--- src/rtl/spi_byte_slave_pkg.sv ---
// Shared definitions for the SPI byte slave: byte/counter widths, the default
// idle byte and the frame state type.
package spi_byte_slave_pkg;

  localparam int unsigned SPI_BYTE_W = 8;
  localparam int unsigned BIT_CNT_W  = 3;

  localparam logic [SPI_BYTE_W-1:0] IDLE_BYTE_DEF = 8'h00;

  typedef enum logic {
    ST_IDLE   = 1'b0,
    ST_ACTIVE = 1'b1
  } state_e;

endpackage

--- src/rtl/spi_byte_slave_sync_edge_det.sv ---
// sync_edge_det: multi-stage synchronizer for an asynchronous pin followed by
// rise/fall detection on the synchronized level.
//  clk, rst_n : system clock, synchronous active-low reset
//  din        : asynchronous input pin
//  rise, fall : one-clk pulses, visible SYNC_STAGES clk after the pin change
//               and consumed by the next posedge (SYNC_STAGES+1 total)
module sync_edge_det #(
  parameter int unsigned SYNC_STAGES = 2,
  parameter logic        RESET_VAL   = 1'b0
) (
  input  logic clk,
  input  logic rst_n,
  input  logic din,
  output logic rise,
  output logic fall
);

  logic [SYNC_STAGES-1:0] sync_q, sync_d;
  logic                   prev_q, prev_d;

  always_comb begin
    sync_d = {sync_q[SYNC_STAGES-2:0], din};
    prev_d = sync_q[SYNC_STAGES-1];
  end

  always_ff @(posedge clk) begin
    if (!rst_n) begin
      sync_q <= {SYNC_STAGES{RESET_VAL}};
      prev_q <= RESET_VAL;
    end else begin
      sync_q <= sync_d;
      prev_q <= prev_d;
    end
  end

  assign rise = sync_q[SYNC_STAGES-1] & ~prev_q;
  assign fall = ~sync_q[SYNC_STAGES-1] & prev_q;

endmodule

--- src/rtl/spi_byte_slave.sv ---
// spi_byte_slave: SPI mode-0 slave PHY. Oversamples sclk/mosi/cs_n in the clk
// domain, shifts received bytes MSB-first and serializes the transmit byte.
//  clk, rst_n         : system clock, synchronous active-low reset
//  sclk, mosi, cs_n   : SPI pins (asynchronous to clk)
//  miso               : SPI data out, 0 outside a frame
//  rx_data, rx_valid  : received byte and its one-clk strobe
//  tx_data, tx_valid  : byte offered for transmission
//  tx_ack             : pulse, tx_data taken at a load point
//  tx_underrun        : pulse, load point without tx_valid (IDLE_BYTE loaded)
//  frame_active       : synchronized, inverted cs_n
//  frame_abort        : pulse, cs_n released mid-byte
module spi_byte_slave
  import spi_byte_slave_pkg::*;
#(
  parameter int unsigned            SYNC_STAGES = 2,
  parameter logic [SPI_BYTE_W-1:0]  IDLE_BYTE   = IDLE_BYTE_DEF
) (
  input  logic                  clk,
  input  logic                  rst_n,
  input  logic                  sclk,
  input  logic                  mosi,
  input  logic                  cs_n,
  output logic                  miso,
  output logic [SPI_BYTE_W-1:0] rx_data,
  output logic                  rx_valid,
  input  logic [SPI_BYTE_W-1:0] tx_data,
  input  logic                  tx_valid,
  output logic                  tx_ack,
  output logic                  tx_underrun,
  output logic                  frame_active,
  output logic                  frame_abort
);

  logic sclk_rise, sclk_fall, cs_rise, cs_fall;

  sync_edge_det #(.SYNC_STAGES(SYNC_STAGES), .RESET_VAL(1'b0)) u_sclk_sync (
    .clk  (clk),
    .rst_n(rst_n),
    .din  (sclk),
    .rise (sclk_rise),
    .fall (sclk_fall)
  );

  // cs_n idles high: its falling edge opens a frame.
  sync_edge_det #(.SYNC_STAGES(SYNC_STAGES), .RESET_VAL(1'b1)) u_cs_sync (
    .clk  (clk),
    .rst_n(rst_n),
    .din  (cs_n),
    .rise (cs_rise),
    .fall (cs_fall)
  );

  // mosi chain has the same depth as the sclk chain so the sampled bit lines
  // up with the sclk_rise pulse.
  logic [SYNC_STAGES-1:0] mosi_sync_q, mosi_sync_d;
  logic                   mosi_s;

  assign mosi_s = mosi_sync_q[SYNC_STAGES-1];

  state_e                 state_q, state_d;
  logic [BIT_CNT_W-1:0]   bit_cnt_q, bit_cnt_d;
  // Only the 7 oldest bits are ever needed: the 8th arrives with the strobe.
  logic [SPI_BYTE_W-2:0]  rx_sr_q, rx_sr_d;
  logic [SPI_BYTE_W-1:0]  tx_sr_q, tx_sr_d;
  logic                   load_pend_q, load_pend_d;
  logic [SPI_BYTE_W-1:0]  rx_data_q, rx_data_d;
  logic                   rx_valid_q, rx_valid_d;
  logic                   tx_ack_q, tx_ack_d;
  logic                   tx_underrun_q, tx_underrun_d;
  logic                   frame_active_q, frame_active_d;
  logic                   frame_abort_q, frame_abort_d;
  logic                   miso_q, miso_d;

  always_comb begin
    mosi_sync_d    = {mosi_sync_q[SYNC_STAGES-2:0], mosi};
    state_d        = state_q;
    bit_cnt_d      = bit_cnt_q;
    rx_sr_d        = rx_sr_q;
    tx_sr_d        = tx_sr_q;
    load_pend_d    = load_pend_q;
    rx_data_d      = rx_data_q;
    rx_valid_d     = 1'b0;
    tx_ack_d       = 1'b0;
    tx_underrun_d  = 1'b0;
    frame_abort_d  = 1'b0;

    unique case (state_q)
      ST_IDLE: begin
        // Load point A. A coincident sclk_rise is dropped because IDLE
        // never looks at sclk edges.
        if (cs_fall) begin
          state_d       = ST_ACTIVE;
          bit_cnt_d     = '0;
          rx_sr_d       = '0;
          load_pend_d   = 1'b0;
          tx_sr_d       = tx_valid ? tx_data : IDLE_BYTE;
          tx_ack_d      = tx_valid;
          tx_underrun_d = ~tx_valid;
        end
      end
      ST_ACTIVE: begin
        if (cs_rise) begin
          state_d       = ST_IDLE;
          frame_abort_d = (bit_cnt_q != '0);
          bit_cnt_d     = '0;
          rx_sr_d       = '0;
          tx_sr_d       = '0;
          load_pend_d   = 1'b0;
        end else if (sclk_rise) begin
          rx_sr_d = {rx_sr_q[SPI_BYTE_W-3:0], mosi_s};
          if (bit_cnt_q == 3'd7) begin
            rx_data_d   = {rx_sr_q, mosi_s};
            rx_valid_d  = 1'b1;
            bit_cnt_d   = '0;
            load_pend_d = 1'b1;
          end else begin
            bit_cnt_d = bit_cnt_q + 3'd1;
          end
        end else if (sclk_fall) begin
          if (load_pend_q) begin
            // Load point B: first falling edge after a completed byte.
            load_pend_d   = 1'b0;
            tx_sr_d       = tx_valid ? tx_data : IDLE_BYTE;
            tx_ack_d      = tx_valid;
            tx_underrun_d = ~tx_valid;
          end else begin
            tx_sr_d = {tx_sr_q[SPI_BYTE_W-2:0], 1'b0};
          end
        end
      end
      default: state_d = ST_IDLE;
    endcase

    frame_active_d = (state_d == ST_ACTIVE);
    // tx_sr is cleared at frame end, so the cycle that opens a frame still
    // drives 0 and the loaded MSB appears one clk later.
    miso_d = frame_active_d ? tx_sr_q[SPI_BYTE_W-1] : 1'b0;
  end

  always_ff @(posedge clk) begin
    if (!rst_n) begin
      mosi_sync_q    <= '0;
      state_q        <= ST_IDLE;
      bit_cnt_q      <= '0;
      rx_sr_q        <= '0;
      tx_sr_q        <= '0;
      load_pend_q    <= 1'b0;
      rx_data_q      <= '0;
      rx_valid_q     <= 1'b0;
      tx_ack_q       <= 1'b0;
      tx_underrun_q  <= 1'b0;
      frame_active_q <= 1'b0;
      frame_abort_q  <= 1'b0;
      miso_q         <= 1'b0;
    end else begin
      mosi_sync_q    <= mosi_sync_d;
      state_q        <= state_d;
      bit_cnt_q      <= bit_cnt_d;
      rx_sr_q        <= rx_sr_d;
      tx_sr_q        <= tx_sr_d;
      load_pend_q    <= load_pend_d;
      rx_data_q      <= rx_data_d;
      rx_valid_q     <= rx_valid_d;
      tx_ack_q       <= tx_ack_d;
      tx_underrun_q  <= tx_underrun_d;
      frame_active_q <= frame_active_d;
      frame_abort_q  <= frame_abort_d;
      miso_q         <= miso_d;
    end
  end

  assign miso         = miso_q;
  assign rx_data      = rx_data_q;
  assign rx_valid     = rx_valid_q;
  assign tx_ack       = tx_ack_q;
  assign tx_underrun  = tx_underrun_q;
  assign frame_active = frame_active_q;
  assign frame_abort  = frame_abort_q;

endmodule
--- config.mk ---
export PLATFORM = sky130hd
export DESIGN_NAME = spi_byte_slave
export DESIGN_NICKNAME = d
export VERILOG_FILES = /design/src/rtl/spi_byte_slave_pkg.sv /design/src/rtl/spi_byte_slave_sync_edge_det.sv /design/src/rtl/spi_byte_slave.sv
export SDC_FILE = /design/constraint.sdc
export NUM_CORES = 1
export LEC_CHECK = 0
export BUFFER_PORTS_ARGS = -buffer_cell sky130_fd_sc_hd__buf_2
export CELL_PAD_IN_SITES_DETAIL_PLACEMENT = 2
export CELL_PAD_IN_SITES_GLOBAL_PLACEMENT = 2
export CORE_ASPECT_RATIO = 1.5
export CORE_MARGIN = 8
export CORE_UTILIZATION = 35
export CTS_CLUSTER_DIAMETER = 200
export DETAILED_ROUTE_END_ITERATION = 6
export PLACE_DENSITY = 0.82
export SLEW_MARGIN = 30
export SYNTH_ARGS = -nofsm -noshare
export SYNTH_HDL_FRONTEND = slang
export SYNTH_SLANG_ARGS = --single-unit
--- constraint.sdc ---
create_clock -name clk -period 4.55 [get_ports clk]
set_clock_uncertainty 0.2 [all_clocks]
set_input_delay 0.6825 -clock clk [delete_from_list [all_inputs] [get_ports clk]]
set_output_delay 0.6825 -clock clk [all_outputs]
set_load 0.005 [all_outputs]
==> results_dict.tcl, run 1 <==
set metrics [dict create \
    status "finished clean" \
    num_io_pins 28 \
    start_util 0.361 \
    r2r_slack_ns 2.32 \
    fmax_mhz 418 \
    rsz0062_at_grt "false" \
    hold_class "reg -> reg" \
    wl_microns 4650 \
    critPathBufInv 1 \
    cp_slowest_cell "dfxtp_1" \
    gr-total-overflow 0 \
    grt_max_degree 24 \
    reg2reg_from "frame_active" \
    grt.met3_usage 0.0324 \
    routed_via_density 5.26 \
    cts_max_path_buffers 2 \
    synth_xor_area_frac 0 \
    drive_gt1_frac 0.211 \
    cts.clk_slew.worst_paths_ns 0.08 \
    synthMuxAreaShare 0.0461 \
    cts_buffers 5 \
    yosysMostFrequentCell "dfxtp_1" \
    arrival_ns 1.51 \
    yosysWarnings 0 \
    seqPwrFrac 0.526 \
    hold_ws_ns 0.218 \
    ys_seq_area_frac 0.473 \
    combPwrFrac 0.061 \
    endpoint_kind "output pin" \
    critPathKind "reg -> out" \
    ys_ff_latch 41 \
    clkLatencyLatePin_ns 0.30 \
    pwr-share-clk 0.412 \
    finalSetupTns_ns 0 \
    hold_buffers 0 \
    use_met1 0.129 \
    reg2regPathDepth 4 \
    slowest_delay_ns 0.95 \
    drtAntennaViolNets 0 \
    gr-usage-met2 0.243 \
    yosysTopAreaCell "dfxtp_1" \
    yosysUniqueCellTypes 37 \
    setup-violations-final 0 \
    htree_levels 2 \
    min_from "u_cs_sync.sync_q[0]" \
    synth_nets 198 \
    netlist_area_sq_um 1740 \
    synth_compound_gate_area_share 0.212 \
    cts_setup_buffers 0 \
    track_usage 0.132 \
    cp_top_family "flip-flops" \
    maxCapViolations 0 \
    antenna_found_initial 0 \
    leakagePower_nw 0.888 \
    vdd_drop_max_v 0.000263 \
    ys.flop_type "dfxtp_1" \
    drc_errors 0 \
    dieArea_sq_um 7520 \
    slew_headroom 0.362 \
    holdPathStages 1 \
    pre_cts_slack_ns 2.27 \
    area_delta_synth_final_pct 14.4 \
    timing.final.crit_share 0.526 \
    port_buffers 27 \
    n_antenna_cell 0 \
    drv_slew 0 \
    cp_cell_sequence "buf_2" \
    critPathLaunchType "flop" \
    period_minus_slack_ns 2.39 \
    die_w_microns 73.5 \
    vias 1420 \
    yosysTopAreaCellShare 0.473 \
    setup_ws_ns 2.16 \
    routedWlPerCell_microns 17.2 \
    cts_tree "done" \
    clock_sinks 41 \
    drt_pass1_iterations 4 \
    top_usage_layer "met2" \
    yosys.area_share.adder 0.0216 \
    rr_endpoint "tx_sr_q[7]" \
    switchingPower_uw 166 \
    tightest_slew_ns 0.956 \
    synth_simple_gate_area_share 0.181 \
    synthCells 181 \
    num_rows 31 \
    fp.coreArea_sq_um 4810 \
    synthArstFlopShare 0 \
    cts_resized 0 \
    place_congestion 0.731 \
    required_ns 3.67 \
    grt_pass1_vias 1551 \
    synth_enable_flop_cells 0 \
    hpwl_microns 3370 \
    p_sw_frac 0.232 \
    synth_area_per_cell_sq_um 9.59 \
    crit_fanout 23 \
    hold-path-endpoint "u_cs_sync.sync_q[1]" \
    hold_viol 0 \
    root_buffer "clkbuf_8" \
    p_int_uw 549 \
    synth_common_cells "dfxtp_1 (41), nor2_1 (25), a32oi_1 (16)" \
    final_nets 220 \
    die_y_microns 102 \
    grt_pass1_wl_microns 7530 \
    power.density_nw_per_um2 360 \
    synth_top_family_by_area "compound AO/OA/AOI/OAI gates" \
    dr.first_iter.drc_count 60 \
    synthTopCellsByArea "dfxtp_1 (47%), a32oi_1 (8.1%), nor2_1 (5.4%)" \
]
## layout make-up
class                           instances  area [sq um]
Multi-Input combinational cell        118           800
Inverter                               10          37.5
Fill cell                             564          2820
Clock inverter                          2          38.8
Clock buffer                            6          72.6
Timing Repair Buffer                   27           135
Tap cell                               66          82.6
Sequential cell                        41           821
## cell usage in the layout, fill, tap and decap left out
cell type and instances:
clkinv_4 1, o21a_4 1, o21ai_2 1, bufinv_16 1
nor3b_4 1, o21ai_0 7, nand2b_1 4, inv_1 10
o221ai_1 1, mux2i_1 8, buf_2 27, a21o_1 1
and2_1 6, ha_1 3, a21oi_1 8, and3_4 1
nor3_1 2, a32oi_1 16, o31ai_1 6, and2b_4 1
nand2_1 4, clkbuf_8 5, o21ai_4 1, nand4_2 1
or2_2 1, and2b_1 1, dfxtp_1 41, nor2_1 25
o22ai_1 1, clkbuf_1 1, a211o_1 1, nand2_2 1
nand3_1 7, o211a_1 2, a211oi_1 1, and3_1 1
nor2b_1 3, o2111ai_1 1
## registers in the layout (all words and copies together), names as in the netlist
register / flops
u_sclk_sync.prev_q: 1
load_pend_q: 1
rx_data: 8
rx_valid: 1
miso: 1
frame_active: 1
tx_sr_q: 8
u_cs_sync.sync_q: 2
tx_underrun: 1
frame_abort: 1
mosi_sync_q: 2
u_sclk_sync.sync_q: 2
tx_ack: 1
bit_cnt_q: 3
u_cs_sync.prev_q: 1
rx_sr_q: 7
## power by group through the flow
stage / Sequential [mW] / Combinational (mW) / Clock (mW)
floorplan: 0.379 / 0.0342 / 0
global placement: 0.383 / 0.0410 / 0
detailed placement: 0.385 / 0.0440 / 0
CTS: 0.376 / 0.0447 / 0.306
global route: 0.377 / 0.0486 / 0.317
finish: 0.376 / 0.0439 / 0.294
## per-layer routing
layer	wire length [microns]	part of all wire
met5	0	0
met4	104	0.022
met3	184	0.040
met2	2530	0.55
met1	1820	0.39
## worst max-delay path by stage
stage / from / end / slack [ns] / depth (start not counted)
after floorplan: tx_valid / tx_sr_q[5] / 2.92 / 5
after detailed placement: frame_active / rx_data[5] / 2.27 / 3
after global routing: frame_active / frame_active / 2.07 / 1
final: frame_active / frame_active / 2.16 / 1
after CTS: frame_active / frame_active / 2.13 / 1
after global placement: rst_n / tx_sr_q[5] / 2.47 / 5
## through the flow
step           total power, mW  cells  utilization  instance area (sq um)
2_1_floorplan            0.413    181            -                   1740
3_3_place_gp             0.424    262        0.390                   1880
3_5_place_dp             0.429    262        0.390                   1880
4_1_cts                  0.727    270        0.413                   1990
5_1_grt                  0.743    270        0.413                   1990
6_report                 0.714    270        0.413                   1990
## cell families after synthesis
logic type	after synthesis
adder cells (fa/ha/maj)	3
AND/OR/NAND/NOR	59
flip-flops	41
AO/OA/AOI/OAI	48
multiplexers	8
buffers and inverters	22
No activity file was read; power rests on OpenSTA's default activity.
==> run 2: changes to the inputs <==
- CORE_UTILIZATION: 35 -> 31
- PLACE_DENSITY: 0.82 -> 0.77
- clock period: 4.55 -> 2 ns (I/O delays scaled with it)
==> run 2 against run 1 <==
First-iteration DRC count is 12% lower. Register-to-register slack worse by 2.1 ns. Critical path depth is 1 higher. Final cell count is 4.1% higher. Sequential share of layout area is 0.99 points lower. Clock power is 89% higher. Sequential power is 130% higher. Setup slack worse by 2.0 ns. Clock-buffer cell count stayed put. Wire length is 4.4% lower. Die area is 10% higher. Largest power group unchanged. Highest routed layer unchanged.
==> results_dict.tcl, run 2 (same netlist as run 1, synthesis figures left out) <==
set metrics [dict create \
    finalSetupTns_ns 0 \
    crit_path_start "frame_active" \
    drtAntennaViolNets 0 \
    rr_endpoint "rx_data[6]" \
    min_from "mosi" \
    num_rows 33 \
    cts.clk_slew.worst_paths_ns 0.07 \
    reg2regPathDepth 5 \
    hold_viol 0 \
    setup_ws_ns 0.161 \
    slew_headroom 0.671 \
    pre_cts_slack_ns 0.221 \
    routed_via_density 5.10 \
    drive_gt1_frac 0.232 \
    drc_errors 0 \
    drv_slew 0 \
    cts_max_path_buffers 2 \
    endpoint_kind "output pin" \
    critPathBufInv 2 \
    fp.coreArea_sq_um 5450 \
    fin_util 0.374 \
    clock_sinks 41 \
    grt_pass1_wl_microns 7560 \
    vias 1434 \
    required_ns 1.50 \
    power.density_nw_per_um2 748 \
    cts_setup_buffers 0 \
    rsz0062_at_grt "false" \
    cts_tree "done" \
    cts_buffers 5 \
    dieArea_sq_um 8300 \
    final_nets 228 \
    power.total_mw 1.52 \
    critPathLaunchType "flop" \
    arrival_ns 1.34 \
    final_cell_mix "dfxtp_1 (41), buf_2 (27), nor2_1 (25), a32oi_1 (16), inv_1 (10)" \
    critPathKind "reg -> out" \
    grt_pass1_vias 1594 \
    timing.final.crit_share 0.920 \
    drt_pass1_iterations 3 \
    cp_cell_sequence "buf_4 > buf_2" \
    reg2reg_from "bit_cnt_q[0]" \
    vdd_drop_max_v 0.000382 \
    fillers 638 \
    root_buffer "clkbuf_8" \
    clkLatencyLatePin_ns 0.30 \
    place_congestion 0.732 \
    n_antenna_cell 0 \
    slowest_delay_ns 0.58 \
    hpwl_microns 3090 \
    wl_microns 4440 \
    period_minus_slack_ns 1.84 \
    die_y_microns 108 \
    num_io_pins 28 \
    dr.first_iter.drc_count 53 \
    routedWlPerCell_microns 15.8 \
    tightest_slew_ns 0.494 \
    start_util 0.319 \
    gr-total-overflow 0 \
    setup-violations-final 0 \
    antenna_found_initial 0 \
    track_usage 0.114 \
    grt_max_degree 23 \
    leakagePower_nw 0.913 \
    htree_levels 2 \
    r2r_slack_ns 0.26 \
    regArea_sq_um 821 \
    fmax_mhz 544 \
    status "finished clean" \
    area_delta_synth_final_pct 17.2 \
    cp_slowest_cell "dfxtp_1" \
    maxCapViolations 0 \
    setup.worst_path.end "frame_active" \
    hold_class "in -> reg" \
    crit_cells 2 \
    crit_fanout 16 \
    multiInputGateArea_sq_um 800 \
    die_w_microns 77.1 \
    cp_top_family "flip-flops" \
    final_common_cell "dfxtp_1" \
    port_buffers 27 \
]
[run 2: changes by cell type in the layout (fill, tap and decap cells not counted), sizes merged]
cell         before  now
buf              27   33
dlygate4sd3       0    2
bufinv            1    0
clkinv            1    0
clkinvlp          0    1
[run 2: power breakdown]
part	switching (mW)	internal, mW
sequential	0.0167	0.834
clock	0.283	0.273
combinational	0.0663	0.0491
total	0.366	1.16
[run 2: metal layers]
layer | global-route usage | up-vias | wire (microns)
met5 | 0 | - | 0
met4 | 0.0610 | 0 | 103
met3 | 0.0410 | 9 | 201
met2 | 0.197 | 22 | 2280
met1 | 0.118 | 701 | 1860
li1 | - | 702 | -
[run 2: layout make-up]
type,count,area share
inverter,10,0.0184
clock inverter,1,0.00369
clock buffer,6,0.0406
timing repair buffer,35,0.0983
tap,70,0.0430
sequential,41,0.403
multi-input combinational,118,0.393
[run 2: repair_timing]
| action | 4_1_cts | 5_1_grt |
|---|---|---|
| endpoints found under the setup margin | 0 | 0 |
| hold endpoints to repair | 1 | 1 |
| hold buffers | 1 | 1 |
| gates resized for setup | 0 | 0 |
[run 2: through the flow]
| stage | hold WS, ns | instances | area, sq um |
|---|---|---|---|
| finish | 0.0102 | 281 | 2040 |
| global placement | 0.189 | 272 | 1930 |
| CTS | 0.00122 | 280 | 2030 |
| global route | 0.00282 | 281 | 2040 |
| floorplan | 0.186 | 181 | 1740 |
| detailed placement | 0.201 | 272 | 1930 |
[run 2: worst min-delay path by stage]
| stage | to | slack, ns | depth (start not counted) |
|---|---|---|---|
| after CTS | u_sclk_sync.sync_q[0] | 0.001 | 2 |
| after detailed placement | u_cs_sync.sync_q[1] | 0.20 | 1 |
| after global placement | u_cs_sync.sync_q[1] | 0.19 | 1 |
| after global routing | mosi_sync_q[0] | 0.003 | 2 |
| final | mosi_sync_q[0] | 0.01 | 2 |
| after floorplan | u_cs_sync.sync_q[1] | 0.19 | 1 |
==> run 3: changes to the inputs <==
- ABC_AREA: default -> 1
- CORE_UTILIZATION: 31 -> 28
- PLACE_DENSITY: 0.77 -> 0.76
==> run 3 against run 2 <==
Sequential share of layout area is 0.85 points lower. Non-clock buffer count is 1 lower. Combinational power is 36% higher. Via count is 10% higher. Wire length is 8.6% higher. Core utilization is 2.9 points lower. Sequential power is 0.6% higher. Hold slack better by 0.16 ns. Area after synthesis is 1.6% lower. Final area is 2.2% higher. Clock power is 43% higher. Critical endpoint is now tx_sr_q[1]. Largest cell class unchanged. Largest power group unchanged.
==> results_dict.tcl, run 3 <==
set metrics [dict create \
    status "finished clean" \
    yosysMostFrequentCell "nand2_1" \
    synthCells 225 \
    drc_errors 0 \
    cts_tree "done" \
    htree_levels 2 \
    clock_sinks 41 \
    min_from "tx_data[3]" \
    netlist_area_sq_um 1710 \
    grt_pass1_wl_microns 8220 \
    p_int_mw 1.39 \
    pwr-share-clk 0.440 \
    switchingPower_uw 415 \
    routedWlPerCell_microns 14.6 \
    finalSetupTns_ns 0 \
    antenna_found_initial 0 \
    rr_endpoint "tx_sr_q[1]" \
    arrival_ns 1.68 \
    cts_buffers 5 \
    synthArstFlopShare 0 \
    hpwl_microns 3680 \
    hold_viol 0 \
    final_nets 273 \
    combPwrFrac 0.086 \
    instances_no_fill 331 \
    crit_fanout 13 \
    gr-total-overflow 0 \
    synth_nets 242 \
    grt_max_degree 20 \
    setup-violations-final 0 \
    critPathLaunchType "flop" \
    dr.first_iter.drc_count 53 \
    final_cell_mix "nand2_1 (54), dfxtp_1 (41), nor2_1 (28), buf_2 (27), a21oi_1 (22)" \
    power.total_mw 1.81 \
    slew_headroom 0.624 \
    fp.coreArea_sq_um 6040 \
    drive_gt1_frac 0.218 \
    synth_area_per_cell_sq_um 7.60 \
    dp_cells 320 \
    ys.flop_type "dfxtp_1" \
    final_common_cell "nand2_1" \
    synthTopCellsByArea "dfxtp_1 (48%), nand2_1 (12%), a21oi_1 (6.4%)" \
    regArea_sq_um 821 \
    period_minus_slack_ns 1.69 \
    ys_seq_area_frac 0.480 \
    vias 1584 \
    leakagePower_nw 0.908 \
    holdPathStages 5 \
    drv_slew 0 \
    die_y_microns 112 \
    cts_setup_buffers 0 \
    required_ns 2.00 \
    hold_class "in -> reg" \
    cts.clk_slew.worst_paths_ns 0.08 \
    drt_pass1_iterations 2 \
    dieArea_sq_um 8910 \
    yosysTopAreaCellShare 0.480 \
    root_buffer "clkbuf_8" \
    p_sw_frac 0.230 \
    num_io_pins 28 \
    place_congestion 0.773 \
    clkLatencyLatePin_ns 0.30 \
    endpoint_kind "flop" \
    synth_enable_flop_cells 0 \
    synth_common_cells "nand2_1 (54), dfxtp_1 (41), nor2_1 (28)" \
    port_buffers 27 \
    seqPwrFrac 0.473 \
    area_delta_synth_final_pct 21.7 \
    ys_ff_latch 41 \
    multiInputGateArea_sq_um 766 \
    power.density_nw_per_um2 868 \
    reg2regPathDepth 7 \
    n_antenna_cell 0 \
    grt_pass1_vias 1750 \
    reg2reg_from "frame_active" \
    start_util 0.283 \
    drtAntennaViolNets 0 \
    fmax_mhz 593 \
    track_usage 0.117 \
    cts_max_path_buffers 2 \
    r2r_slack_ns 0.31 \
    maxCapViolations 0 \
    hold-path-endpoint "tx_sr_q[3]" \
    tightest_slew_ns 0.564 \
    timing.final.crit_share 0.843 \
    yosysTopAreaCell "dfxtp_1" \
    num_rows 35 \
    wl_microns 4820 \
    rsz0062_at_grt "false" \
    yosysUniqueCellTypes 26 \
    yosysWarnings 0 \
    vdd_drop_max_v 0.000403 \
    routed_via_density 4.79 \
    critPathKind "reg -> reg" \
    die_w_microns 79.8 \
    fillers 736 \
]
==> run 3: changes by cell type after synthesis, moves of 5 or more <==
cell | before | now
and2_1 | 6 | 0
nand3_1 | 7 | 17
a32oi_1 | 16 | 0
inv_1 | 10 | 15
o31ai_1 | 6 | 0
mux2i_1 | 8 | 0
o21ai_1 | 0 | 5
nand2_1 | 4 | 54
a21oi_1 | 8 | 22
==> run 3: metrics by stage <==
step                worst slack (ns)  area, sq um  hold WS (ns)   util
CTS                            0.290         2080         0.163  0.344
global route                   0.137         2080         0.196  0.344
global placement               0.404         1920         0.192  0.317
detailed placement             0.299         1920         0.210  0.317
finish                         0.315         2080         0.166  0.344
floorplan                      0.601         1710         0.190      -
==> run 3: cells by family after synthesis <==
group,share of synthesized area
and+or+nand+nor,0.296
DFF,0.480
AOI/OAI and AO/OA,0.130
buffers and inverters,0.0717
adders and majority gates,0.0220
==> run 3: worst max-delay path, stage by stage, from the launching register on <==
cell and delay, ns:
dfxtp_1 0.51, inv_2 0.19, o21ai_4 0.16, nand2_4 0.10, inv_2 0.19, nand2_1 0.08
nor2_1 0.09, nor2_1 0.05
==> run 3: final cells by class <==
class                   count  area share
flip-flops and latches     41       0.395
multi-input cells         155       0.368
repair buffers             34      0.0939
well taps                  74      0.0445
inverters                  19      0.0343
clock buffers               5      0.0331
clock inverters             3      0.0313
==> run 3: how the worst max path moves through the flow <==
stage                     slack, ns         start          to  cells past startpoint
after floorplan                0.60  frame_active  tx_sr_q[1]                      8
after global placement         0.40  frame_active  tx_sr_q[6]                      7
after detailed placement       0.30  frame_active  tx_sr_q[6]                      7
after CTS                      0.29  frame_active  tx_sr_q[1]                      7
after global routing           0.14  frame_active  tx_sr_q[4]                      7
final                          0.31  frame_active  tx_sr_q[1]                      7
==> run 3: power groups by stage <==
stage | clock network (mW) | registers (mW) | logic [mW]
floorplan | 0 | 0.869 | 0.108
global placement | 0 | 0.873 | 0.151
detailed placement | 0 | 0.874 | 0.157
CTS | 0.820 | 0.855 | 0.162
global route | 0.849 | 0.857 | 0.178
finish | 0.795 | 0.855 | 0.156
==> run 3: repair_timing <==
| item | 4_1_cts | 5_1_grt |
|---|---|---|
| hold endpoints to repair | 3 | 0 |
| endpoints found under the setup margin | 0 | 0 |
| gates resized for setup | 0 | 0 |
| hold buffers | 3 | 0 |
==> run 3: per-layer routing <==
metal	share of wire	GRT usage	routed length, microns
met2	0.55	0.224	2660
met4	0.021	0.0427	99
met3	0.044	0.0347	210
met5	0	0	0
met1	0.38	0.110	1850
